--- src/rtl/ir_tx_nec_mq.sv ---
// NEC infrared transmitter: first-word-fall-through request queue, 32-bit LSB-first frames,
// repeat frames, a fixed frame period and a gated carrier on the registered envelope.
module ir_tx_nec_mq #(
  parameter int UNIT_CYC    = 28125,
  parameter int CAR_DIV     = 1316,
  parameter int CAR_HIGH    = 439,
  parameter int FIFO_DEPTH  = 4,
  parameter int FRAME_UNITS = 192
) (
  input  logic        clk,
  input  logic        rst,
  input  logic [15:0] addr,
  input  logic [7:0]  cmd,
  input  logic        ext_addr,
  input  logic        wr,
  input  logic        repeat_en,
  output logic        full,
  output logic        ovf,
  output logic        busy,
  output logic        env_out,
  output logic        ir_out,
  output logic        frame_done,
  output logic [2:0]  state
);
  localparam int PW = (UNIT_CYC > 1) ? $clog2(UNIT_CYC) : 1;
  localparam int CW = (CAR_DIV > 1) ? $clog2(CAR_DIV) : 1;
  localparam int FW = $clog2(FRAME_UNITS + 1);
  localparam int AW = $clog2(FIFO_DEPTH);

  typedef enum logic [2:0] {
    S_IDLE = 3'd0, S_LEAD_H = 3'd1, S_LEAD_L = 3'd2, S_BIT_H = 3'd3,
    S_BIT_L = 3'd4, S_STOP = 3'd5, S_GAP = 3'd6, S_RPT_L = 3'd7
  } state_t;

  logic [24:0]   mem_q [FIFO_DEPTH];
  logic [AW-1:0] wp_q, rp_q;
  logic [AW:0]   cnt_q;
  logic          empty, push, pop, ovf_q;
  logic [24:0]   head;
  logic [31:0]   payload;

  state_t        state_q, state_d;
  logic [3:0]    uc_q, uc_d;
  logic [4:0]    bit_q, bit_d;
  logic [31:0]   sh_q, sh_d;
  logic          rpt_q, rpt_d;
  logic [PW-1:0] pc_q;
  logic [FW-1:0] ft_q;
  logic [CW-1:0] car_q;
  logic          tick, fstart, gap_end, env_d;
  logic          env_q, ir_q, fd_q;

  assign full  = (cnt_q == (AW+1)'(FIFO_DEPTH));
  assign empty = (cnt_q == '0);
  assign push  = wr & ~full;   // a full queue drops the write even when it pops this cycle
  assign head  = mem_q[rp_q];
  assign payload = {~head[7:0], head[7:0],
                    head[24] ? head[23:16] : ~head[15:8], head[15:8]};

  always_ff @(posedge clk) begin
    if (push) mem_q[wp_q] <= {ext_addr, addr, cmd};
  end

  always_ff @(posedge clk or posedge rst) begin
    if (rst) begin
      wp_q  <= '0;
      rp_q  <= '0;
      cnt_q <= '0;
      ovf_q <= 1'b0;
    end else begin
      if (push) wp_q <= wp_q + AW'(1);
      if (pop)  rp_q <= rp_q + AW'(1);
      cnt_q <= cnt_q + (AW+1)'(push) - (AW+1)'(pop);
      ovf_q <= wr & full;
    end
  end

  assign tick = (pc_q == PW'(UNIT_CYC - 1));

  always_comb begin
    state_d = state_q;
    uc_d    = tick ? uc_q + 4'd1 : uc_q;
    bit_d   = bit_q;
    sh_d    = sh_q;
    rpt_d   = rpt_q;
    pop     = 1'b0;
    fstart  = 1'b0;
    gap_end = 1'b0;
    env_d   = 1'b0;
    case (state_q)
      S_IDLE: if (!empty) begin
        pop = 1'b1; fstart = 1'b1; rpt_d = 1'b0; sh_d = payload; state_d = S_LEAD_H;
      end
      S_LEAD_H: begin
        env_d = 1'b1;
        if (tick && uc_q == 4'd15) state_d = rpt_q ? S_RPT_L : S_LEAD_L;
      end
      S_LEAD_L: if (tick && uc_q == 4'd7) begin
        state_d = S_BIT_H; bit_d = '0;
      end
      S_BIT_H: begin
        env_d = 1'b1;
        if (tick) state_d = S_BIT_L;
      end
      S_BIT_L: if (tick && uc_q == (sh_q[0] ? 4'd2 : 4'd0)) begin
        sh_d = {1'b0, sh_q[31:1]};
        if (bit_q == 5'd31) state_d = S_STOP;
        else begin
          state_d = S_BIT_H; bit_d = bit_q + 5'd1;
        end
      end
      S_RPT_L: if (tick && uc_q == 4'd3) state_d = S_STOP;
      S_STOP: begin
        env_d = 1'b1;
        if (tick) state_d = S_GAP;
      end
      S_GAP: if (tick && ft_q == FW'(FRAME_UNITS - 1)) begin
        // queued data always wins over a repeat frame
        gap_end = 1'b1;
        if (!empty) begin
          pop = 1'b1; fstart = 1'b1; rpt_d = 1'b0; sh_d = payload; state_d = S_LEAD_H;
        end else if (repeat_en) begin
          fstart = 1'b1; rpt_d = 1'b1; state_d = S_LEAD_H;
        end else state_d = S_IDLE;
      end
      default: state_d = S_IDLE;
    endcase
    if (state_d != state_q || fstart) uc_d = '0;
  end

  always_ff @(posedge clk) begin
    sh_q <= sh_d;
  end

  always_ff @(posedge clk or posedge rst) begin
    if (rst) begin
      state_q <= S_IDLE;
      uc_q    <= '0;
      bit_q   <= '0;
      rpt_q   <= 1'b0;
      pc_q    <= '0;
      ft_q    <= '0;
      car_q   <= '0;
      env_q   <= 1'b0;
      ir_q    <= 1'b0;
      fd_q    <= 1'b0;
    end else begin
      state_q <= state_d;
      uc_q    <= uc_d;
      bit_q   <= bit_d;
      rpt_q   <= rpt_d;
      pc_q    <= (fstart || tick) ? '0 : pc_q + PW'(1);
      if (fstart) ft_q <= '0;
      else if (state_q != S_IDLE && tick) ft_q <= ft_q + FW'(1);
      car_q   <= (fstart || car_q == CW'(CAR_DIV - 1)) ? '0 : car_q + CW'(1);
      env_q   <= env_d;
      ir_q    <= env_d & (car_q < CW'(CAR_HIGH));
      fd_q    <= gap_end;
    end
  end

  assign ovf        = ovf_q;
  assign busy       = (state_q != S_IDLE);
  assign env_out    = env_q;
  assign ir_out     = ir_q;
  assign frame_done = fd_q;
  assign state      = state_q;
endmodule
--- config.mk ---
export PLATFORM = sky130hd
export DESIGN_NAME = ir_tx_nec_mq
export DESIGN_NICKNAME = d
export VERILOG_FILES = /design/src/rtl/ir_tx_nec_mq.sv
export SDC_FILE = /design/constraint.sdc
export NUM_CORES = 1
export LEC_CHECK = 0
export ABC_AREA = 1
export BUFFER_PORTS_ARGS = -buffer_cell sky130_fd_sc_hd__buf_4
export CAP_MARGIN = 20
export CORE_ASPECT_RATIO = 0.7
export CORE_MARGIN = 3
export CORE_UTILIZATION = 61
export CTS_CLUSTER_SIZE = 40
export DETAILED_ROUTE_END_ITERATION = 8
export PLACE_DENSITY = 0.79
export SKIP_LAST_GASP = 1
export SLEW_MARGIN = 30
export SYNTH_ARGS = -nofsm -noshare
export SYNTH_HDL_FRONTEND = slang
export SYNTH_SLANG_ARGS = --single-unit
export TNS_END_PERCENT = 50
--- constraint.sdc ---
create_clock -name clk -period 3.18 [get_ports clk]
set_input_delay 0.636 -clock clk [delete_from_list [all_inputs] [get_ports clk]]
set_output_delay 0.636 -clock clk [all_outputs]
set_load 0.02 [all_outputs]
**Word level (Yosys, flattened, before mapping)**

Memories as Yosys holds them, arrays and structs flattened.
Index checks and enable logic that the tools add are counted.

- Shift operators: 0
- Div/mod/pow operators: 0
- Multipliers: 0
- Order comparisons: 1
- Reductions and logical operators: 21
- Multiplexer cells: 46
- $add $sub $neg: 9
- Eq/ne operators: 23
- Bitwise gates (word level): 6

Operators by type and width:

| operator | count |
|---|---|
| $mux 32 | 3 |
| $pmux 32 s3 | 1 |
| $mux 3 | 10 |
| $mux 8 | 3 |
| $pmux 3 s8 | 1 |
| $mux 1 | 16 |
| $not 8->8 | 2 |
| $add 15x1->15 const B | 1 |
| $eq 15x15->1 const B | 1 |
| $eq 3x3->1 const B | 5 |
| $mux 15 | 1 |
| $mux 5 | 3 |
| $add 11x1->11 const B | 1 |
| $eq 11x11->1 const B | 1 |
| $lt 11x9->1 const B | 1 |
| $mux 11 | 1 |
| $ne 2x2->1 const B | 5 |
| $pmux 5 s2 | 1 |
| $add 8x1->8 const B | 1 |
| $eq 8x8->1 const B | 1 |
| $mux 4 | 2 |
| $reduce_and 4->1 | 2 |
| $reduce_bool 2->1 | 4 |
| $eq 3x2->1 const B | 2 |
| other kinds (23) | 37 |

- Bits in writable memories: 100
- Bits in read-only memories: 0
- Output and inout bits: 9
- Bits in latches: 0
- Memories: 1
- Register bits after elaboration: 90

Memories:

| memory | words | bits a word | read ports | clocked after Yosys merged registers in | wr ports | line | RTL |
|---|---|---|---|---|---|---|---|
| mem_q | 4 | 25 | 1 | 0 | 1 | 35 | `logic [24:0] mem_q [FIFO_DEPTH];` |

**Longest topological paths before layout**

- Word-level depth: 8
- Mapped depth: 17
- Gate-level depth less buffers: 16

**Worst setup path after synthesis**

Ideal clock, no wire load.

- Path kind: flip-flop to flip-flop
- From: reg pc_q[0]
- To: reg cnt_q[2]
- Period minus slack after synthesis: 2.501 ns
- Arrival: 2.379 ns
- Slack: 0.679 ns
- Stages on the path, launching flop included: 17
- Cells stage by stage: dfrtp_1 inv_1 ha_1 nand2_1 nor2_2 nand2_2 nor2_8 nand2_4 nor3_2 o21ai_1 inv_1 ha_1 inv_1 ha_1 inv_1 fa_1 xor2_1

- Longest elaborated chain between the ends: 5

Ends and longest elaborated chain:

| item | line | RTL |
|---|---|---|
| start, declared | 47 | `logic [PW-1:0] pc_q;` |
| start signal, assigned | 152 | `pc_q <= (fstart \|\| tick) ? '0 : pc_q + PW'(1);` |
| $eq 15x15->1 | 78 | `assign tick = (pc_q == PW'(UNIT_CYC - 1));` |
| $logic_and 1x1->1 | 117 | `S_GAP: if (tick && ft_q == FW'(FRAME_UNITS - 1)) begin` |
| $mux 1 | 117 |  |
| $pmux 1 s2 | 90 | `case (state_q)` |
| named net pop | 38 | `logic empty, push, pop, ovf_q;` |
| $sub 3x1->3 | 73 | `cnt_q <= cnt_q + (AW+1)'(push) - (AW+1)'(pop);` |
| end signal, assigned | 73 |  |
| end, declared | 37 | `logic [AW:0] cnt_q;` |

The timed path passes the listed nets, and every way through them passes these cells.
A chain may end at the register's enable or synchronous reset.

**Worst setup path in the final report**

Same ends and word-level chain as after synthesis.

==> metrics.yaml <==
sta:
  grt_setup_unrepaired: "false"
  slew_headroom_pct: 43.76
  fin_skew_ns: 0.01245
  hold_viol: 0
  fin_crit_ns: 2.852
  worst_slew_pin_slew_ns: 0.8417
  setup_tns_ns: 0
  period_share_pct: 89.70
  finalSetupViolCount: 0
  maxSlewViolCount: 0
  clock.fmax_ghz: 0.3506
yosys:
  synthArstFlopShare_pct: 30.53
  syn_inst: 785
  syn_area_um2: 8443
  syn_nets: 828
  ys_seq_elements: 190
  synth_edf_count: 132
  synth_seq_area_share_pct: 64.14
  yosysUniqueCellTypes: 43
  synth_ff_type: "edfxtp_1"
  synth_area_per_cell_um2: 10.76
  synth-warning-count: 0
cells_and_area:
  layout.nets: 871
  final_common_cell: "edfxtp_1"
  layout_common_cells: "132 x edfxtp_1, 129 x nand2_1, 88 x nor2_1"
  area_growth_pct: 13.56
  fin_util_pct: 71.78
  drive_gt1_share_pct: 15.58
  diodes: 0
setup_path:
  crit_chain: "inv_1, ha_1, nand2_1, nor2_2, nand2_2, nor2_8, nand2_4, nor3_2, o21ai_1, inv_1, ha_1, inv_1, ha_1, inv_1, fa_1, xor2_1"
  critical_path_depth: 16
  arrival_ns: 3.16
  crit_path_end_kind: "flip-flop"
  cp-start-kind: "flip-flop"
  path_buf_inv: 4
  worst-setup-path-type: "reg -> reg"
  worstPathMaxFanout: 10
  critPathMaxStageDelay_ns: 0.43
  cpLargestDelayFamily: "adder cells"
  required_ns: 3.49
  crit_top_cell: "inv_1"
  rr_worst_depth: 16
  cp_slowest_cell: "dfrtp_1"
power:
  p_total_mw: 6.023
  total_leakage_power_nw: 3.911
  vdd_drop_max_v: 0.0004443
  powerDensity_nw_per_um2: 628.2
placed_design:
  gp_congestion: 0.8727
  dpl.hpwl_um: 11420
  io_buffers: 37
routing:
  finalWirelength_um: 17500
  drt-initial-drc-count: 551
  num_vias: 5857
  antenna_left: 0
  first_pass_iters: 5
  via_per_inst: 5.709
  drc_errors: 0
  wl_per_cell_um: 17.06
grt:
  grt.met2_usage_pct: 38.09
  grt_start_max_net_pins: 52
  grt_antenna_before_repair: 0
  grt_use_total_pct: 23.88
  use_met1_pct: 33.94
  grt-ovfl-total: 0
  grt.busiest_layer: "met2"
  grt_pass1_vias: 5842
  grt_util_met3_pct: 4.704
  grt_pass1_wl_um: 29040
clock_tree:
  cts_tree: "yes"
  cts_max_level: 4
  cts_made_buffers: 17
  cts_max_path_buffers: 2
  post_cts_buffers: 0
  ctsRootBufferMaster: "clkbuf_16"
  path_clk_slew_ns: 0.08
  cts.sinks: 190
  cts_resized: 0
  clock_latency_ns: 0.43
  hold_buffers: 0
min_path:
  hp-class: "in -> async"
run:
  cap_violations: 0
die:
  die_w_um: 146.6
  num_io_pins: 38
  rows: 35
  core_area_um2: 13360
  initial_core_util_pct: 63.21
  die_y_um: 104.4
  dieArea_um2: 15310
run_status:
  outcome: "completed"
final timing paths:
| check | start | endpoint | slack, ns |
|---|---|---|---|
| worst max register to register | pc_q[0] | cnt_q[2] | 0.33 |
| worst max-delay path | pc_q[0] | cnt_q[2] | 0.33 |
| max in group asynchronous | rst | bit_q[0] | 2.18 |
| min in group clk | cmd[3] | mem_q[2][3] | 0.40 |
| worst min register to register | car_q[0] | car_q[0] | 0.46 |
| worst min-delay path | rst | pc_q[0] | 0.33 |
cell families (layout without fill, tap and decap cells):
group	after synthesis	after routing	synth area share (%)
AND/OR/NAND/NOR	315	315	17.18
buffers and inverters	105	161	4.905
flip-flops	190	190	64.14
XOR/XNOR	17	17	1.763
AO/OA/AOI/OAI	144	144	9.855
adder cells (fa/ha/maj)	14	14	2.164
worst register-to-register path, delay by kind of cell, from the launching register on:
family	cells	cell delay [ns]
adders and majority gates	4	0.90
and+or+nand+nor	6	0.78
xor gates and xnor gates	1	0.18
AOI/OAI and AO/OA	1	0.13
DFF	1	0.43
buffers and inverters	4	0.32
where the power goes:
part	switching, mW	leakage, nW	internal, mW
Combinational	0.513	1.64	0.216
Clock	1.05	0.308	1.15
Sequential	0.0835	1.96	3.01
Total	1.65	3.91	4.37
per-stage QoR:
stage	hold slack (ns)	area [µm²]	std cells	setup slack (ns)
detailed placement	0.4555	8952	994	0.4063
global route	0.3841	9588	1026	0.09688
floorplan	0.4312	8443	785	0.6792
finish	0.3284	9588	1026	0.3277
global placement	0.4480	8952	994	0.5404
CTS	0.3545	9588	1026	0.3444
registers in the layout, summed over array words and instances (netlist names):
register	flops
mem_q	100
wp_q	2
pc_q	15
rpt_q	1
cnt_q	3
sh_q	32
bit_q	5
ir_out	1
env_out	1
car_q	11
uc_q	4
state	3
ft_q	8
rp_q	2
frame_done	1
ovf	1
cell type report:
type | count | area, µm²
clock buffer | 17 | 425.4
clock inverter | 15 | 210.2
fill | 861 | 3769
inverter | 79 | 296.5
multi-input combinational | 490 | 2634
sequential | 190 | 5415
tap | 185 | 231.5
timing repair buffer | 50 | 375.4
layer usage:
metal | part of all wire (%) | vias to the layer above
met5 | 0 | -
met4 | 1.3 | 0
met3 | 6.6 | 22
met2 | 48 | 193
met1 | 44 | 2851
li1 | - | 2791
cell usage after synthesis (2+ instances only):
cell type  number  share of area (%)
a21oi_1        36                2.1
a22o_1          7               0.73
a32o_1          9                1.1
buf_2           4               0.24
buf_4           2               0.18
clkbuf_1       18               0.80
clkinv_1        2              0.089
dfrtp_1        58                 17
edfxtp_1      132                 47
ha_1           13                1.9
inv_1          71                3.2
inv_2           6               0.27
nand2_1       129                5.7
nand2_2        10               0.74
nand2_4         3               0.40
nand3_1        23                1.4
nand3_2         2               0.24
nand4_1         8               0.59
nor2_1         92                4.1
nor2_2         13               0.96
nor3_1         14               0.83
nor3_2          3               0.36
nor3b_1         6               0.53
nor4_1          4               0.30
o21a_1          2               0.18
o21ai_0        66                3.9
o21ai_1         2               0.12
o22ai_1        17                1.3
o31ai_1         2               0.18
or2_2           3               0.22
xnor2_1         5               0.52
xor2_1         12                1.2
No activity file was read; power rests on OpenSTA's default activity.
